$ cat config.mk
export PLATFORM = sky130hd
export DESIGN_NAME = brush_stamper
export DESIGN_NICKNAME = d
export VERILOG_FILES = /design/src/rtl/paint_pkg.sv /design/src/rtl/stamp_scan.sv /design/src/rtl/brush_stamper.sv
export SDC_FILE = /design/constraint.sdc
export NUM_CORES = 1
export LEC_CHECK = 0
export BUFFER_PORTS_ARGS = -buffer_cell sky130_fd_sc_hd__buf_2
export CAP_MARGIN = 20
export CORE_MARGIN = 2
export CORE_UTILIZATION = 58
export DETAILED_ROUTE_END_ITERATION = 10
export GPL_TIMING_DRIVEN = 0
export PLACE_DENSITY_LB_ADDON = 0.3
export SLEW_MARGIN = 15
export SYNTH_ARGS = -nofsm -noshare
export SYNTH_HDL_FRONTEND = slang
export SYNTH_SLANG_ARGS = --single-unit
$ cat constraint.sdc
create_clock -name clk -period 4.7 [get_ports clk]
set_clock_uncertainty 0.1 [all_clocks]
set_input_delay 0.47 -clock clk [delete_from_list [all_inputs] [get_ports clk]]
set_output_delay 0.47 -clock clk [all_outputs]
set_load 0.05 [all_outputs]
$ cat src/rtl/paint_pkg.sv
// Shared definitions for the paint pipeline: canvas geometry, colour codes,
// the brush_stamper state encoding and small coordinate helpers.
package paint_pkg;

    localparam int CANVAS_DIM  = 128;
    localparam int CANVAS_BITS = $clog2(CANVAS_DIM);
    localparam int MAX_RADIUS  = 3;
    localparam int SIZE_W      = $clog2(MAX_RADIUS + 1);
    localparam int OFF_W       = SIZE_W + 1;   // signed brush offset -r..+r
    localparam int COORD_W     = 10;
    localparam int PIX_W       = COORD_W + 1;  // signed target coordinate, never wraps
    localparam int COLOR_W     = 3;

    localparam logic [COLOR_W-1:0] ERASE  = 3'd0;
    localparam logic [COLOR_W-1:0] RED    = 3'd1;
    localparam logic [COLOR_W-1:0] GREEN  = 3'd2;
    localparam logic [COLOR_W-1:0] BLUE   = 3'd3;
    localparam logic [COLOR_W-1:0] YELLOW = 3'd4;
    localparam logic [COLOR_W-1:0] PURPLE = 3'd5;

    typedef enum logic [1:0] {
        ST_IDLE  = 2'd0,
        ST_DRAW  = 2'd1,
        ST_CLEAR = 2'd2
    } state_e;

    // Centre plus signed offset, widened by one bit so negatives and
    // far-right targets stay distinguishable from on-canvas pixels.
    function automatic logic [PIX_W-1:0] offset_coord(input logic [COORD_W-1:0] c,
                                                      input logic [OFF_W-1:0]   d);
        return {1'b0, c} + {{(PIX_W - OFF_W){d[OFF_W-1]}}, d};
    endfunction

    // On canvas iff non-negative and below CANVAS_DIM; with a power-of-two
    // canvas that is simply "all bits above the pixel index are zero".
    function automatic logic in_canvas(input logic [PIX_W-1:0] v);
        return (v[PIX_W-1:CANVAS_BITS] == '0);
    endfunction

endpackage

$ cat src/rtl/stamp_scan.sv
// Row-major offset generator for a square brush of radius r: walks dy outer,
// dx inner, both from -r to +r, one step per strobe. Shared with the cursor
// overlay, so it keeps its own copy of r.
module stamp_scan
    import paint_pkg::*;
(
    input  logic                    clk,
    input  logic                    rst_n,
    input  logic                    load_i,
    input  logic [SIZE_W-1:0]       r_i,
    input  logic                    step_i,
    output logic signed [OFF_W-1:0] dx_o,
    output logic signed [OFF_W-1:0] dy_o,
    output logic                    last_o
);

    localparam logic signed [OFF_W-1:0] ONE = OFF_W'(1);

    logic [SIZE_W-1:0]       r_q, r_d;
    logic signed [OFF_W-1:0] dx_q, dx_d;
    logic signed [OFF_W-1:0] dy_q, dy_d;

    logic signed [OFF_W-1:0] pos_r;
    logic signed [OFF_W-1:0] neg_r;
    logic signed [OFF_W-1:0] neg_r_in;
    logic                    row_end;

    assign pos_r    = signed'({1'b0, r_q});
    assign neg_r    = -pos_r;
    assign neg_r_in = -signed'({1'b0, r_i});
    assign row_end  = (dx_q == pos_r);
    assign last_o   = row_end && (dy_q == pos_r);
    assign dx_o     = dx_q;
    assign dy_o     = dy_q;

    // Next offset: reload on a new command, otherwise step and hold at the end.
    always_comb begin
        // NOTE: every combinational output gets a default first so no path
        // leaves it unassigned, which would infer a latch.
        r_d  = r_q;
        dx_d = dx_q;
        dy_d = dy_q;
        if (load_i) begin
            r_d  = r_i;
            dx_d = neg_r_in;
            dy_d = neg_r_in;
        end else if (step_i && !last_o) begin
            if (row_end) begin
                dx_d = neg_r;
                dy_d = dy_q + ONE;
            end else begin
                dx_d = dx_q + ONE;
            end
        end
    end

    // Offset and radius registers.
    always_ff @(posedge clk or negedge rst_n) begin
        // NOTE: state is updated with non-blocking assignments so every
        // register samples the pre-edge values regardless of statement order.
        if (!rst_n) begin
            r_q  <= '0;
            dx_q <= '0;
            dy_q <= '0;
        end else begin
            r_q  <= r_d;
            dx_q <= dx_d;
            dy_q <= dy_d;
        end
    end

endmodule

$ cat src/rtl/brush_stamper.sv
// Write-side producer for the pixel store. Turns stamp / clear commands into
// one-pixel writes, clipping to the canvas and honouring the store's
// wr_ready backpressure. Pulses done once per completed command.
module brush_stamper
    import paint_pkg::*;
(
    input  logic               clk,
    input  logic               reset,
    input  logic               cmd_valid,
    output logic               cmd_ready,
    input  logic               cmd_clear,
    input  logic [COORD_W-1:0] cmd_x,
    input  logic [COORD_W-1:0] cmd_y,
    input  logic [COLOR_W-1:0] cmd_color,
    input  logic [SIZE_W-1:0]  cmd_size,
    input  logic               wr_ready,
    output logic               brush,
    output logic [COLOR_W-1:0] newColor,
    output logic [COORD_W-1:0] wx,
    output logic [COORD_W-1:0] wy,
    output logic               done
);

    state_e                 state_q, state_d;
    logic [COORD_W-1:0]     x_q, x_d;
    logic [COORD_W-1:0]     y_q, y_d;
    logic [COLOR_W-1:0]     color_q, color_d;
    logic [CANVAS_BITS-1:0] cx_q, cx_d;
    logic [CANVAS_BITS-1:0] cy_q, cy_d;
    logic                   done_q, done_d;

    logic                    accept;
    logic                    advance;
    logic                    scan_step;
    logic                    scan_last;
    logic signed [OFF_W-1:0] dx;
    logic signed [OFF_W-1:0] dy;
    logic [PIX_W-1:0]        px;
    logic [PIX_W-1:0]        py;
    logic                    pix_in;

    assign cmd_ready = (state_q == ST_IDLE);
    assign accept    = cmd_valid && cmd_ready;
    assign scan_step = (state_q == ST_DRAW) && advance;
    assign done      = done_q;

    stamp_scan u_scan (
        .clk    (clk),
        .rst_n  (reset),
        .load_i (accept),
        .r_i    (cmd_size),
        .step_i (scan_step),
        .dx_o   (dx),
        .dy_o   (dy),
        .last_o (scan_last)
    );

    assign px     = offset_coord(x_q, dx);
    assign py     = offset_coord(y_q, dy);
    assign pix_in = in_canvas(px) && in_canvas(py);

    // Write port: present the current pixel; a write retires only when the
    // store is ready, while a clipped offset retires unconditionally.
    always_comb begin
        brush    = 1'b0;
        newColor = '0;
        wx       = '0;
        wy       = '0;
        advance  = 1'b0;
        case (state_q)
            ST_DRAW: begin
                if (pix_in) begin
                    brush    = 1'b1;
                    newColor = color_q;
                    wx       = px[COORD_W-1:0];
                    wy       = py[COORD_W-1:0];
                    advance  = wr_ready;
                end else begin
                    advance  = 1'b1;
                end
            end
            ST_CLEAR: begin
                brush    = 1'b1;
                newColor = ERASE;
                wx       = COORD_W'(cx_q);
                wy       = COORD_W'(cy_q);
                advance  = wr_ready;
            end
            default: ;
        endcase
    end

    // Command latch, clear sweep and state sequencing.
    always_comb begin
        state_d = state_q;
        x_d     = x_q;
        y_d     = y_q;
        color_d = color_q;
        cx_d    = cx_q;
        cy_d    = cy_q;
        done_d  = 1'b0;
        case (state_q)
            ST_IDLE: begin
                if (cmd_valid) begin
                    x_d     = cmd_x;
                    y_d     = cmd_y;
                    color_d = cmd_color;
                    cx_d    = '0;
                    cy_d    = '0;
                    state_d = cmd_clear ? ST_CLEAR : ST_DRAW;
                end
            end
            ST_DRAW: begin
                if (advance && scan_last) begin
                    state_d = ST_IDLE;
                    done_d  = 1'b1;
                end
            end
            ST_CLEAR: begin
                if (advance) begin
                    if (&cx_q) begin
                        // Sweep ends on the bottom-right pixel; the
                        // counters hold there instead of wrapping.
                        if (&cy_q) begin
                            state_d = ST_IDLE;
                            done_d  = 1'b1;
                        end else begin
                            cx_d = '0;
                            cy_d = cy_q + 1'b1;
                        end
                    end else begin
                        cx_d = cx_q + 1'b1;
                    end
                end
            end
            default: state_d = ST_IDLE;
        endcase
    end

    // State and latched command registers; reset abandons any command.
    always_ff @(posedge clk or negedge reset) begin
        if (!reset) begin
            state_q <= ST_IDLE;
            x_q     <= '0;
            y_q     <= '0;
            color_q <= '0;
            cx_q    <= '0;
            cy_q    <= '0;
            done_q  <= 1'b0;
        end else begin
            state_q <= state_d;
            x_q     <= x_d;
            y_q     <= y_d;
            color_q <= color_d;
            cx_q    <= cx_d;
            cy_q    <= cy_d;
            done_q  <= done_d;
        end
    end

endmodule

==> impl_table.tex, run 1 <==
\begin{tabular}{lr}
\hline
Metric & Value \\
\hline
\multicolumn{2}{l}{\textbf{Finish}} \\
\quad Area grow syn2layout & 14.18\% \\
\quad Commonest non-fill, non-tap cell in the layout & nand2\_1 \\
\quad Final cell count without fillers & 563 \\
\quad \# diodes & 0 \\
\quad Top library cells by usage in the layout, fill and taps aside & 91 x nand2\_1, 48 x dfrtp\_1, 41 x buf\_2 \\
\quad Fraction of layout cells with a size suffix above 1 & 18.03\% \\
\quad \# nets final & 548 \\
\quad Utilization after layout & 69.63\% \\
\multicolumn{2}{l}{\textbf{Timing}} \\
\quad Minimum setup slack in the final design & 180.4 ps \\
\quad Worst slew pin tran & 761.4 ps \\
\quad Setup Viol. Count Final & 0 \\
\quad Final worst path period need & 4520 ps \\
\quad Hold violation total from the final report & 0 \\
\quad Max-slew violation count & 0 \\
\quad Unrepaired setup endpoints after global routing & no \\
\quad Final sum of negative setup slack & 0 ps \\
\quad Share of the clock period used by the worst path after layout & 96.16\% \\
\quad Worst slew margin & 48.53\% \\
\quad FMAX & 221.3 MHz \\
\multicolumn{2}{l}{\textbf{Floorplanning}} \\
\quad Full die area & 6950 µm² \\
\quad Die width & 83.37 µm \\
\quad Number of top-level pins & 56 \\
\quad Area of the placeable core & 5991 µm² \\
\quad Num rows & 28 \\
\quad Vertical extent of the die & 83.37 µm \\
\quad Initial core utilization & 60.99\% \\
\multicolumn{2}{l}{\textbf{GRT}} \\
\quad Pin count of the biggest net entering global routing & 49 \\
\quad Number of global-route vias before repair & 3152 \\
\quad All-layer global routing usage & 25.85\% \\
\quad Residual overflow from global routing & 0 \\
\quad First-pass GRT wire length & 14.59 mm \\
\quad Initial antenna violation count & 0 \\
\multicolumn{2}{l}{\textbf{Critical path}} \\
\quad Max incr delay on CP & 500 ps \\
\quad Maximum fanout count along the critical path & 10 \\
\quad Critical path buffers and inverters & 3 \\
\quad Capture instance of the worst register-to-register path & cx\_q[5] \\
\quad Worst flop-to-flop path startpoint & u\_scan.dx\_o[0] \\
\quad Worst path depth & 13 \\
\quad Flop2flop setup slack & 1020 ps \\
\quad Data arrival time at the worst-slack endpoint & 3950 ps \\
\quad Kind of cell with the highest combined delay on the critical path & compound AO/OA/AOI/OAI gates \\
\quad Critical path cell sequence & ha\_1 > inv\_1 > fa\_1 > nand2b\_1 > a211oi\_2 > o21ai\_0 > a311oi\_2 > nand2\_1 > a211o\_2 > nor2\_4 > buf\_6 > a22o\_1 > buf\_2 \\
\quad Logic depth of the worst register-to-register path & 12 \\
\quad Capture point of the critical path & wx[3] \\
\quad CP Capture Type & primary output \\
\quad WS Path Type & flip-flop to primary output \\
\quad Critical-path cell with the highest stage delay & a311oi\_2 \\
\quad CP Data Required Time & 4130 ps \\
\quad Worst Setup SP & u\_scan.dx\_o[0] \\
\quad Type of origin of the critical path & flip-flop \\
\multicolumn{2}{l}{\textbf{Power and ir drop}} \\
\quad Power spent charging and discharging nets & 1593 µW \\
\quad Internal cell power & 1548 µW \\
\quad Switching part of the total & 50.73\% \\
\quad Maximum resistive drop on vdd & 0.0003823 V \\
\quad Flop pwr share & 23.4\% \\
\quad Sum of internal, switching and leakage power & 3141 µW \\
\quad Part of the total power dissipated in the clock network & 10.2\% \\
\quad Proportion of power drawn by combinational gates & 66.5\% \\
\quad Power per cell area & 752.9 nW/µm² \\
\quad Leakage power total & 0.002057 µW \\
\multicolumn{2}{l}{\textbf{Logic synthesis}} \\
\quad Top cell type's share of synthesized area & 32.88\% \\
\quad Part of the Yosys area used for sequential elements & 32.88\% \\
\quad Ranking of synthesized cells by area & dfrtp\_1 33\%, ha\_1 9.9\%, nand2\_1 9.3\% \\
\quad Unique cell type count in the Yosys netlist & 67 \\
\quad Library cell occupying the most area in the post-synthesis netlist & dfrtp\_1 \\
\quad Synthesis-stage register bit count & 48 \\
\quad Number of enable-type register cells in the synthesized netlist & 0 \\
\quad Async set or reset register ratio after synthesis & 100.0\% \\
\quad Leading register cell type out of synthesis & dfrtp\_1 \\
\quad Average size of a mapped cell & 8.617 µm² \\
\quad Summed instance area of the synthesized netlist & 3654 µm² \\
\quad Cell count after synthesis & 424 \\
\quad Yosys synthesis warning count & 0 \\
\multicolumn{2}{l}{\textbf{Route}} \\
\quad Average wire length per cell after detail routing & 15.52 µm \\
\quad Antenna violation net count after detailed routing & 0 \\
\quad Routed vias/inst & 5.906 \\
\quad DR vias & 3325 \\
\quad First-pass iteration count of the detailed router & 5 \\
\quad Met3 wirelength from detailed routing & 492 µm \\
\quad Met1 wire length & 3.927 mm \\
\quad Uppermost layer routed & met4 \\
\quad Final wirelength & 8.735 mm \\
\quad Total met2 wirelength after detailed routing & 4.130 mm \\
\quad Iteration-0 DRC count of the detailed router & 245 \\
\quad Post-route DRC violation count & 0 \\
\multicolumn{2}{l}{\textbf{Outcome}} \\
\quad Result of the run & completed \\
\multicolumn{2}{l}{\textbf{Placement}} \\
\quad Count of input and output buffers & 49 \\
\quad Post-placement setup slack & 341.1 ps \\
\quad DPL Wire Length & 6.655 mm \\
\quad Routability congestion estimate & 0.9194 \\
\quad Total placed cells including tap cells & 553 \\
\multicolumn{2}{l}{\textbf{Flow run}} \\
\quad \# Max-Cap Violations & 0 \\
\multicolumn{2}{l}{\textbf{Clocking}} \\
\quad Clock network latency to the later pin of the worst-skew pair & 320 ps \\
\quad TritonCTS Buffers & 5 \\
\quad Maximum root-to-sink buffer count & 2 \\
\quad Clock tree from TritonCTS & built \\
\quad Clock-pin slew on the worst setup and hold paths & 110 ps \\
\quad TritonCTS sink count & 48 \\
\quad Number of H-tree branching levels & 2 \\
\quad Cell at the root of the clock tree & clkbuf\_8 \\
\multicolumn{2}{l}{\textbf{Hold path}} \\
\quad Type of the worst min-delay path & input pin to async pin \\
\hline
\end{tabular}
[power by group through the flow]
stage	logic, µW	registers [µW]	clock network, µW
after floorplan	1610	689	0
final	2090	734	319
after detailed placement	2030	739	0
after CTS	2060	731	322
after global placement	1970	730	0
after global routing	2310	758	336
[routing by layer]
metal | global-route usage [%] | up-vias
li1 | - | 1616
met1 | 34.71 | 1577
met2 | 41.94 | 111
met3 | 4.573 | 21
met4 | 9.389 | 0
met5 | 0 | -
[cells in the mapped netlist (all sizes together) (3+ instances only)]
master,number
nand2,91
dfrtp,48
o21ai,30
ha,29
a21oi,23
nor2,23
inv,18
a22o,12
mux2i,12
clkbuf,10
xor2,10
and3,9
buf,8
nand2b,8
nand3,8
nor3,7
xnor2,7
a21o,5
a211oi,4
o211ai,4
a211o,3
a21boi,3
a22oi,3
nor3b,3
o21a,3
o31ai,3
or3,3
[how the worst min path moves through the flow]
stage / cells after the start / endpoint / startpoint
5_1_grt: 1 / x_q[6] / reset
4_1_cts: 3 / x_q[9] / cmd_x[9]
6_report: 1 / cx_q[1] / reset
2_1_floorplan: 0 / color_q[0] / reset
3_5_place_dp: 2 / y_q[7] / y_q[7]
3_3_place_gp: 2 / x_q[8] / x_q[8]
[stage by stage]
stage | area (µm²) | hold WS (ps)
floorplan | 3672 | 74.41
global placement | 4011 | 368.6
detailed placement | 4011 | 372.8
CTS | 4133 | 237.7
global route | 4172 | 107.6
finish | 4172 | 48.14
[registers in the layout (all words and copies together), names as in the netlist]
signal / flops
x_q: 10
y_q: 10
cx_q: 7
cy_q: 7
color_q: 3
u_scan.dx_o: 3
u_scan.dy_o: 3
state_q: 2
u_scan.r_q: 2
done: 1
[what timing repair did]
| action | 4_1_cts | 5_1_grt |
|---|---|---|
| setup buffers | 0 | 2 |
| gates resized for setup | 1 | 9 |
| endpoints found under the setup margin | 8 | 14 |
| pin swaps | 0 | 2 |
| endpoints found under the hold margin | 0 | 0 |
| hold buffers | 0 | 0 |
[cell type report]
type,instances,area [µm²]
Buffer,18,98.84
Tap cell,75,93.84
Timing Repair Buffer,51,282.8
Clock buffer,5,68.82
Inverter,18,67.56
Multi-Input combinational cell,345,2312
Sequential cell,48,1201
Clock inverter,3,46.29
Fill cell,500,1819
[logic make-up after synthesis]
logic type | share of synthesized area (%)
AO/OA/AOI/OAI | 21.61
adder cells (fa/ha/maj) | 11.03
buffers and inverters | 4.555
flip-flops | 32.88
other | 0.1026
XOR/XNOR | 4.075
multiplexers | 3.904
AND/OR/NAND/NOR | 21.85
Note: power is estimated with default switching activity, not from simulation.
==> inputs of run 2 (changes only) <==
- CORE_UTILIZATION: 58 -> 60
- CTS_CLUSTER_DIAMETER: not set -> 60
- clock period: 4.7 -> 5.2 ns (I/O delays scaled with it)
==> run 2 against run 1 <==
Via count rose by 0.18%. Cell count fell by 0.36%. Critical path depth is the same. Die area down 3.2%. Setup slack better by 270 ps. Register-to-register slack improved by 340 ps. Sequential share of layout area increased by 0.32 points. Count of clock-buffer cells in the layout stayed put. First-iteration DRC count down 0.41%. Non-clock buffer count is 2 lower. Total power shrank 10%. Largest power group unchanged.
==> impl_table.tex, run 2 (synthesis results as in run 1) <==
\begin{tabular}{lr}
\hline
Metric & Value \\
\hline
\multicolumn{2}{l}{\textbf{Power and ir drop}} \\
\quad Sum of internal, switching and leakage power & 2826 µW (-10\%) \\
\quad Power per cell area & 685.1 nW/µm² (-9.0\%) \\
\quad Proportion of power drawn by combinational gates & 66.4\% (about the same) \\
\quad Leakage power total & 0.002050 µW (-0.33\%) \\
\quad Part of the total power dissipated in the clock network & 10.0\% (-0.2 points) \\
\quad Flop pwr share & 23.6\% (+0.2 points) \\
\quad Maximum resistive drop on vdd & 0.0003313 V (-13\%) \\
\quad Power spent charging and discharging nets & 1439 µW (-9.7\%) \\
\quad Internal cell power & 1388 µW (-10\%) \\
\quad Switching part of the total & 50.91\% (+0.18 points) \\
\multicolumn{2}{l}{\textbf{Critical path}} \\
\quad WS Path Type & flip-flop to primary output \\
\quad Critical path buffers and inverters & 3 (unchanged) \\
\quad Maximum fanout count along the critical path & 10 (unchanged) \\
\quad Critical path cell sequence & ha\_1 > inv\_1 > fa\_1 > nand2b\_1 > a211oi\_2 > o21ai\_0 > a311oi\_1 > nand2\_1 > a211o\_1 > nor2\_4 > buf\_6 > a22o\_1 > buf\_2 \\
\quad CP Capture Type & primary output \\
\quad Max incr delay on CP & 720 ps (+220 ps) \\
\quad Logic depth of the worst register-to-register path & 11 (-1) \\
\quad Critical-path cell with the highest stage delay & a311oi\_1 \\
\quad Worst path depth & 13 (unchanged) \\
\quad Type of origin of the critical path & flip-flop \\
\quad Data arrival time at the worst-slack endpoint & 4130 ps (+180 ps) \\
\quad Kind of cell with the highest combined delay on the critical path & compound AO/OA/AOI/OAI gates \\
\quad CP Data Required Time & 4580 ps (+450 ps) \\
\multicolumn{2}{l}{\textbf{Placement}} \\
\quad Placement-stage cell area & 4011 µm² (unchanged) \\
\quad Routability congestion estimate & 0.9189 (about the same) \\
\quad Count of input and output buffers & 49 (unchanged) \\
\quad DPL Wire Length & 6.716 mm (+0.92\%) \\
\multicolumn{2}{l}{\textbf{Timing}} \\
\quad Final worst path period need & 4753 ps \\
\quad Share of the clock period used by the worst path after layout & 91.41\% \\
\quad Hold violation total from the final report & 0 (unchanged) \\
\quad Final sum of negative setup slack & 0 ps (unchanged) \\
\quad FMAX & 210.4 MHz \\
\quad Worst slew pin tran & 783.6 ps (+22.26 ps) \\
\quad Worst slew margin & 47.40\% (-1.1 points) \\
\quad Max-slew violation count & 0 (unchanged) \\
\quad Setup Viol. Count Final & 0 (unchanged) \\
\quad Unrepaired setup endpoints after global routing & no \\
\multicolumn{2}{l}{\textbf{Clocking}} \\
\quad Post-CTS sizing & 0 (-1) \\
\quad Clock network latency to the later pin of the worst-skew pair & 320 ps (about the same) \\
\quad TritonCTS Buffers & 5 (unchanged) \\
\quad Maximum root-to-sink buffer count & 2 (unchanged) \\
\quad Clock-pin slew on the worst setup and hold paths & 110 ps (about the same) \\
\quad Cell at the root of the clock tree & clkbuf\_8 \\
\quad TritonCTS sink count & 48 (unchanged) \\
\quad Setup repair bufs after CTS & 0 (unchanged) \\
\quad Hold Buf Count CTS & 0 (unchanged) \\
\quad Clock tree from TritonCTS & built \\
\quad Number of H-tree branching levels & 2 (unchanged) \\
\multicolumn{2}{l}{\textbf{Route}} \\
\quad Antenna violation net count after detailed routing & 0 (unchanged) \\
\quad Met1 wire length & 3.912 mm (-0.38\%) \\
\quad Total met2 wirelength after detailed routing & 4.417 mm (+6.9\%) \\
\quad DR vias & 3331 (+0.18\%) \\
\quad Final wirelength & 8.882 mm (+1.7\%) \\
\quad Uppermost layer routed & met4 \\
\quad Met3 wirelength from detailed routing & 447 µm (-9.1\%) \\
\quad Routed vias/inst & 5.938 (+0.54\%) \\
\quad Iteration-0 DRC count of the detailed router & 244 (-0.41\%) \\
\quad First-pass iteration count of the detailed router & 5 (unchanged) \\
\quad Average wire length per cell after detail routing & 15.83 µm (+2.0\%) \\
\quad Post-route DRC violation count & 0 (unchanged) \\
\multicolumn{2}{l}{\textbf{Floorplanning}} \\
\quad Die width & 82.04 µm (-1.6\%) \\
\quad Initial core utilization & 62.07\% (+1.1 points) \\
\quad Full die area & 6730 µm² (-3.2\%) \\
\quad Num rows & 28 (unchanged) \\
\quad Number of top-level pins & 56 (unchanged) \\
\quad Area of the placeable core & 5886 µm² (-1.8\%) \\
\quad Vertical extent of the die & 82.04 µm (-1.6\%) \\
\multicolumn{2}{l}{\textbf{Flow run}} \\
\quad \# Max-Cap Violations & 0 (unchanged) \\
\multicolumn{2}{l}{\textbf{Hold path}} \\
\quad Type of the worst min-delay path & input pin to async pin \\
\multicolumn{2}{l}{\textbf{Finish}} \\
\quad \# nets final & 546 (-0.36\%) \\
\quad Utilization after layout & 70.09\% (+0.46 points) \\
\quad Filler Cells Inserted & 474 (-5.2\%) \\
\quad Total non-filler cell area in the finished layout & 4125 µm² (-1.1\%) \\
\quad Area grow syn2layout & 12.91\% \\
\quad Largest registers ranked by flip-flop count & x\_q (10), y\_q (10) \\
\quad Top library cells by usage in the layout, fill and taps aside & 91 x nand2\_1, 49 x buf\_2, 48 x dfrtp\_1 \\
\quad Fraction of layout cells with a size suffix above 1 & 17.28\% (-0.75 points) \\
\quad \# diodes & 0 (unchanged) \\
\quad Commonest non-fill, non-tap cell in the layout & nand2\_1 \\
\multicolumn{2}{l}{\textbf{GRT}} \\
\quad Pin count of the biggest net entering global routing & 49 (unchanged) \\
\quad Initial antenna violation count & 0 (unchanged) \\
\quad First-pass GRT wire length & 14.26 mm (-2.3\%) \\
\quad Number of global-route vias before repair & 3114 (-1.2\%) \\
\quad All-layer global routing usage & 27.59\% (+1.7 points) \\
\quad Residual overflow from global routing & 0 (unchanged) \\
\multicolumn{2}{l}{\textbf{Outcome}} \\
\quad Result of the run & completed \\
\hline
\end{tabular}
==> run 2: cell types whose count changed in the layout (fill, tap and decap cells not counted), sizes merged <==
| cell | delta |
|---|---|
| clkbuf | -8 |
| buf | +6 |
| clkinv | +1 |
| inv | -1 |
==> run 2: power by group through the flow <==
stage / Combinational (µW) / Sequential [µW] / Clock (µW)
2_1_floorplan: 1450 / 622 / 0
5_1_grt: 2060 / 687 / 301
3_3_place_gp: 1750 / 661 / 0
4_1_cts: 1850 / 662 / 283
6_report: 1880 / 666 / 283
3_5_place_dp: 1830 / 666 / 0
==> run 2: through the flow <==
stage	hold slack (ps)	setup slack, ps	cells
floorplan	124.4	682.9	429
global placement	369.6	941.1	553
detailed placement	369.0	879.2	553
CTS	294.0	510.7	561
global route	167.8	294.0	561
finish	111.6	446.6	561
==> run 2: final timing paths <==
| path | start | end | slack [ps] |
|---|---|---|---|
| setup / recovery | u_scan.dx_o[0] | wy[5] | 450 |
| hold / removal | reset | cx_q[3] | 110 |
| setup reg to reg | u_scan.dx_o[0] | cx_q[0] | 1360 |
| hold reg to reg | y_q[7] | y_q[7] | 390 |
| max in group asynchronous | reset | y_q[1] | 4460 |
| min in group clk | cmd_x[0] | x_q[0] | 290 |
==> run 2: area by class of cell <==
cell class | instances | area (µm²) | area share, %
Clock inverter | 3 | 42.54 | 1.031
Multi-Input combinational cell | 345 | 2305 | 55.87
Buffer | 18 | 98.84 | 2.396
Tap cell | 75 | 93.84 | 2.275
Inverter | 18 | 67.56 | 1.638
Clock buffer | 5 | 68.82 | 1.668
Sequential cell | 48 | 1201 | 29.12
Timing Repair Buffer | 49 | 247.7 | 6.005
==> run 2: worst reg2reg max path: stages (launching register included) <==
cell      delay, ps
dfrtp_1         470
ha_1            230
inv_1            60
fa_1            380
nand2b_1        220
a211oi_2        320
o21ai_0         160
a311oi_1        720
a311oi_4        290
a21oi_4         310
or2_2           170
mux2_1          310
==> run 2: layer usage <==
metal	vias to the layer above	GRT usage [%]
met1	1593	35.26
met5	-	0
met4	0	8.667
li1	1623	-
met2	105	47.64
met3	10	4.505
==> inputs of run 3 (changes only) <==
- CELL_PAD_IN_SITES_DETAIL_PLACEMENT: not set -> 1
- CELL_PAD_IN_SITES_GLOBAL_PLACEMENT: not set -> 1
- CORE_UTILIZATION: 60 -> 47
==> run 3 against run 2 <==
Non-clock buffer count increased by 1. Critical path depth stayed put. Highest routed layer unchanged. Flip-flop and latch count is the same. Combinational power grew 2%. Core utilization decreased by 15 points. Total power rose by 1.5%. Register-to-register slack lost 100 ps. Count of clock-buffer cells in the layout did not move.
==> impl_table.tex, run 3 (synthesis results as in run 1) <==
\begin{tabular}{lr}
\hline
Metric & Value \\
\hline
\multicolumn{2}{l}{\textbf{Outcome}} \\
\quad Result of the run & completed \\
\multicolumn{2}{l}{\textbf{Route}} \\
\quad Final wirelength & 9.921 mm (+12\%) \\
\quad Iteration-0 DRC count of the detailed router & 132 (-46\%) \\
\quad Antenna violation net count after detailed routing & 0 (unchanged) \\
\quad Post-route DRC violation count & 0 (unchanged) \\
\quad Average wire length per cell after detail routing & 16.84 µm (+6.4\%) \\
\quad DR vias & 3298 (-0.99\%) \\
\quad Routed vias/inst & 5.599 (-5.7\%) \\
\quad First-pass iteration count of the detailed router & 4 (-1) \\
\multicolumn{2}{l}{\textbf{Floorplanning}} \\
\quad Num rows & 32 (+14\%) \\
\quad Die width & 92.17 µm (+12\%) \\
\quad Full die area & 8494 µm² (+26\%) \\
\quad Area of the placeable core & 7647 µm² (+30\%) \\
\quad Number of top-level pins & 56 (unchanged) \\
\quad Vertical extent of the die & 92.17 µm (+12\%) \\
\quad Initial core utilization & 47.77\% (-14 points) \\
\multicolumn{2}{l}{\textbf{Clocking}} \\
\quad Setup repair bufs after CTS & 0 (unchanged) \\
\quad TritonCTS Buffers & 5 (unchanged) \\
\quad Clock tree from TritonCTS & built \\
\quad Hold Buf Count CTS & 0 (unchanged) \\
\quad Number of H-tree branching levels & 2 (unchanged) \\
\quad Cell at the root of the clock tree & clkbuf\_8 \\
\quad Clock-pin slew on the worst setup and hold paths & 100 ps (about the same) \\
\quad TritonCTS sink count & 48 (unchanged) \\
\quad Clock network latency to the later pin of the worst-skew pair & 320 ps (about the same) \\
\quad Post-CTS sizing & 0 (unchanged) \\
\quad Maximum root-to-sink buffer count & 2 (unchanged) \\
\multicolumn{2}{l}{\textbf{Critical path}} \\
\quad Critical-path cell with the highest stage delay & a311oi\_1 \\
\quad Data arrival time at the worst-slack endpoint & 4210 ps (+80 ps) \\
\quad Kind of cell with the highest combined delay on the critical path & compound AO/OA/AOI/OAI gates \\
\quad Max incr delay on CP & 730 ps (about the same) \\
\quad Critical path buffers and inverters & 3 (unchanged) \\
\quad Type of origin of the critical path & flip-flop \\
\quad Capture instance of the worst register-to-register path & cx\_q[0] \\
\quad Logic depth of the worst register-to-register path & 11 (unchanged) \\
\quad WS Path Type & flip-flop to primary output \\
\quad Worst flop-to-flop path startpoint & u\_scan.dx\_o[0] \\
\quad CP Data Required Time & 4580 ps (about the same) \\
\quad Critical path cell sequence & ha\_1 > inv\_1 > fa\_1 > nand2b\_1 > a211oi\_2 > o21ai\_0 > a311oi\_1 > nand2\_1 > a211o\_1 > nor2\_4 > buf\_6 > a22o\_1 > buf\_2 \\
\quad Flop2flop setup slack & 1260 ps (-100 ps) \\
\quad Maximum fanout count along the critical path & 10 (unchanged) \\
\quad CP Capture Type & primary output \\
\multicolumn{2}{l}{\textbf{Finish}} \\
\quad Commonest non-fill, non-tap cell in the layout & nand2\_1 \\
\quad Fraction of layout cells with a size suffix above 1 & 17.45\% (+0.17 points) \\
\quad Top library cells by usage in the layout, fill and taps aside & 91 x nand2\_1, 50 x buf\_2, 48 x dfrtp\_1 \\
\quad Filler Cells Inserted & 961 (+100\%) \\
\quad Largest registers ranked by flip-flop count & x\_q (10), y\_q (10) \\
\quad \# nets final & 547 (+0.18\%) \\
\quad Area grow syn2layout & 14.32\% \\
\quad \# diodes & 0 (unchanged) \\
\multicolumn{2}{l}{\textbf{Hold path}} \\
\quad Type of the worst min-delay path & input pin to async pin \\
\multicolumn{2}{l}{\textbf{Power and ir drop}} \\
\quad Leakage power total & 0.002059 µW (+0.42\%) \\
\quad Sum of internal, switching and leakage power & 2868 µW (+1.5\%) \\
\quad Power per cell area & 686.7 nW/µm² (+0.23\%) \\
\quad Maximum resistive drop on vdd & 0.0002856 V (-14\%) \\
\multicolumn{2}{l}{\textbf{Flow run}} \\
\quad \# Max-Cap Violations & 0 (unchanged) \\
\multicolumn{2}{l}{\textbf{Timing}} \\
\quad Share of the clock period used by the worst path after layout & 92.91\% (+1.5 points) \\
\quad Setup Viol. Count Final & 0 (unchanged) \\
\quad Worst slew margin & 46.61\% (-0.80 points) \\
\quad Hold violation total from the final report & 0 (unchanged) \\
\quad Max-slew violation count & 0 (unchanged) \\
\quad Final worst path period need & 4831 ps (+78.07 ps) \\
\quad Final sum of negative setup slack & 0 ps (unchanged) \\
\quad Smallest hold slack & 57.39 ps (-54.24 ps) \\
\quad FMAX & 207.0 MHz (-1.6\%) \\
\quad Worst slew pin tran & 795.5 ps (+11.89 ps) \\
\quad Unrepaired setup endpoints after global routing & no \\
\multicolumn{2}{l}{\textbf{GRT}} \\
\quad Pin count of the biggest net entering global routing & 29 (-41\%) \\
\quad First-pass GRT wire length & 16.63 mm (+17\%) \\
\quad Initial antenna violation count & 0 (unchanged) \\
\quad All-layer global routing usage & 24.53\% (-3.1 points) \\
\quad Number of global-route vias before repair & 3375 (+8.4\%) \\
\quad Residual overflow from global routing & 0 (unchanged) \\
\multicolumn{2}{l}{\textbf{Placement}} \\
\quad DPL Wire Length & 7.764 mm (+16\%) \\
\quad Count of input and output buffers & 49 (unchanged) \\
\quad Routability congestion estimate & 0.8951 (-2.6\%) \\
\hline
\end{tabular}
## run 3: how the worst max path moves through the flow
stage / start / end / cells past startpoint
floorplan: u_scan.dy_o[0] / wx[1] / 10
global placement: u_scan.dx_o[0] / wy[0] / 13
detailed placement: u_scan.dx_o[0] / wy[0] / 13
CTS: u_scan.dx_o[0] / wy[0] / 13
global route: u_scan.dx_o[0] / wy[0] / 13
finish: u_scan.dx_o[0] / wy[0] / 13
## run 3: final cells by class
type                            count  area [µm²]  area share [%]
Multi-Input combinational cell    345        2305           55.18
Sequential cell                    48        1201           28.76
Timing Repair Buffer               50       265.3           6.351
Tap cell                          102       127.6           3.056
Buffer                             18       98.84           2.367
Clock buffer                        5       68.82           1.648
Inverter                           18       67.56           1.618
Clock inverter                      3       42.54           1.019
## run 3: power by group
group          switching [µW]  internal [µW]
Clock                     141            143
Combinational            1180            734
Sequential                153            513
## run 3: worst register-to-register path: cells and delay by family (launching register included)
family | cells | cell delay (ps)
buf+inv | 1 | 80
flops | 1 | 470
compound gates | 5 | 1820
simple gates | 2 | 390
mux | 1 | 320
fa+ha+maj | 2 | 650
## run 3: metal layers
layer	share of wire (%)	track usage (%)	wire, µm
met3	3.9	3.698	383
met2	49	42.46	4887
met1	46	32.64	4556
met5	0	0	0
met4	0.94	5.100	93
## run 3: stage by stage
step	setup slack [ps]	cell area, µm²	std cells	utilization, %
5_1_grt	65.29	4177	589	54.61
3_3_place_gp	840.3	4045	580	52.90
4_1_cts	387.8	4177	589	54.61
3_5_place_dp	754.5	4065	581	53.16
6_report	368.6	4177	589	54.61
2_1_floorplan	682.9	3672	429	-
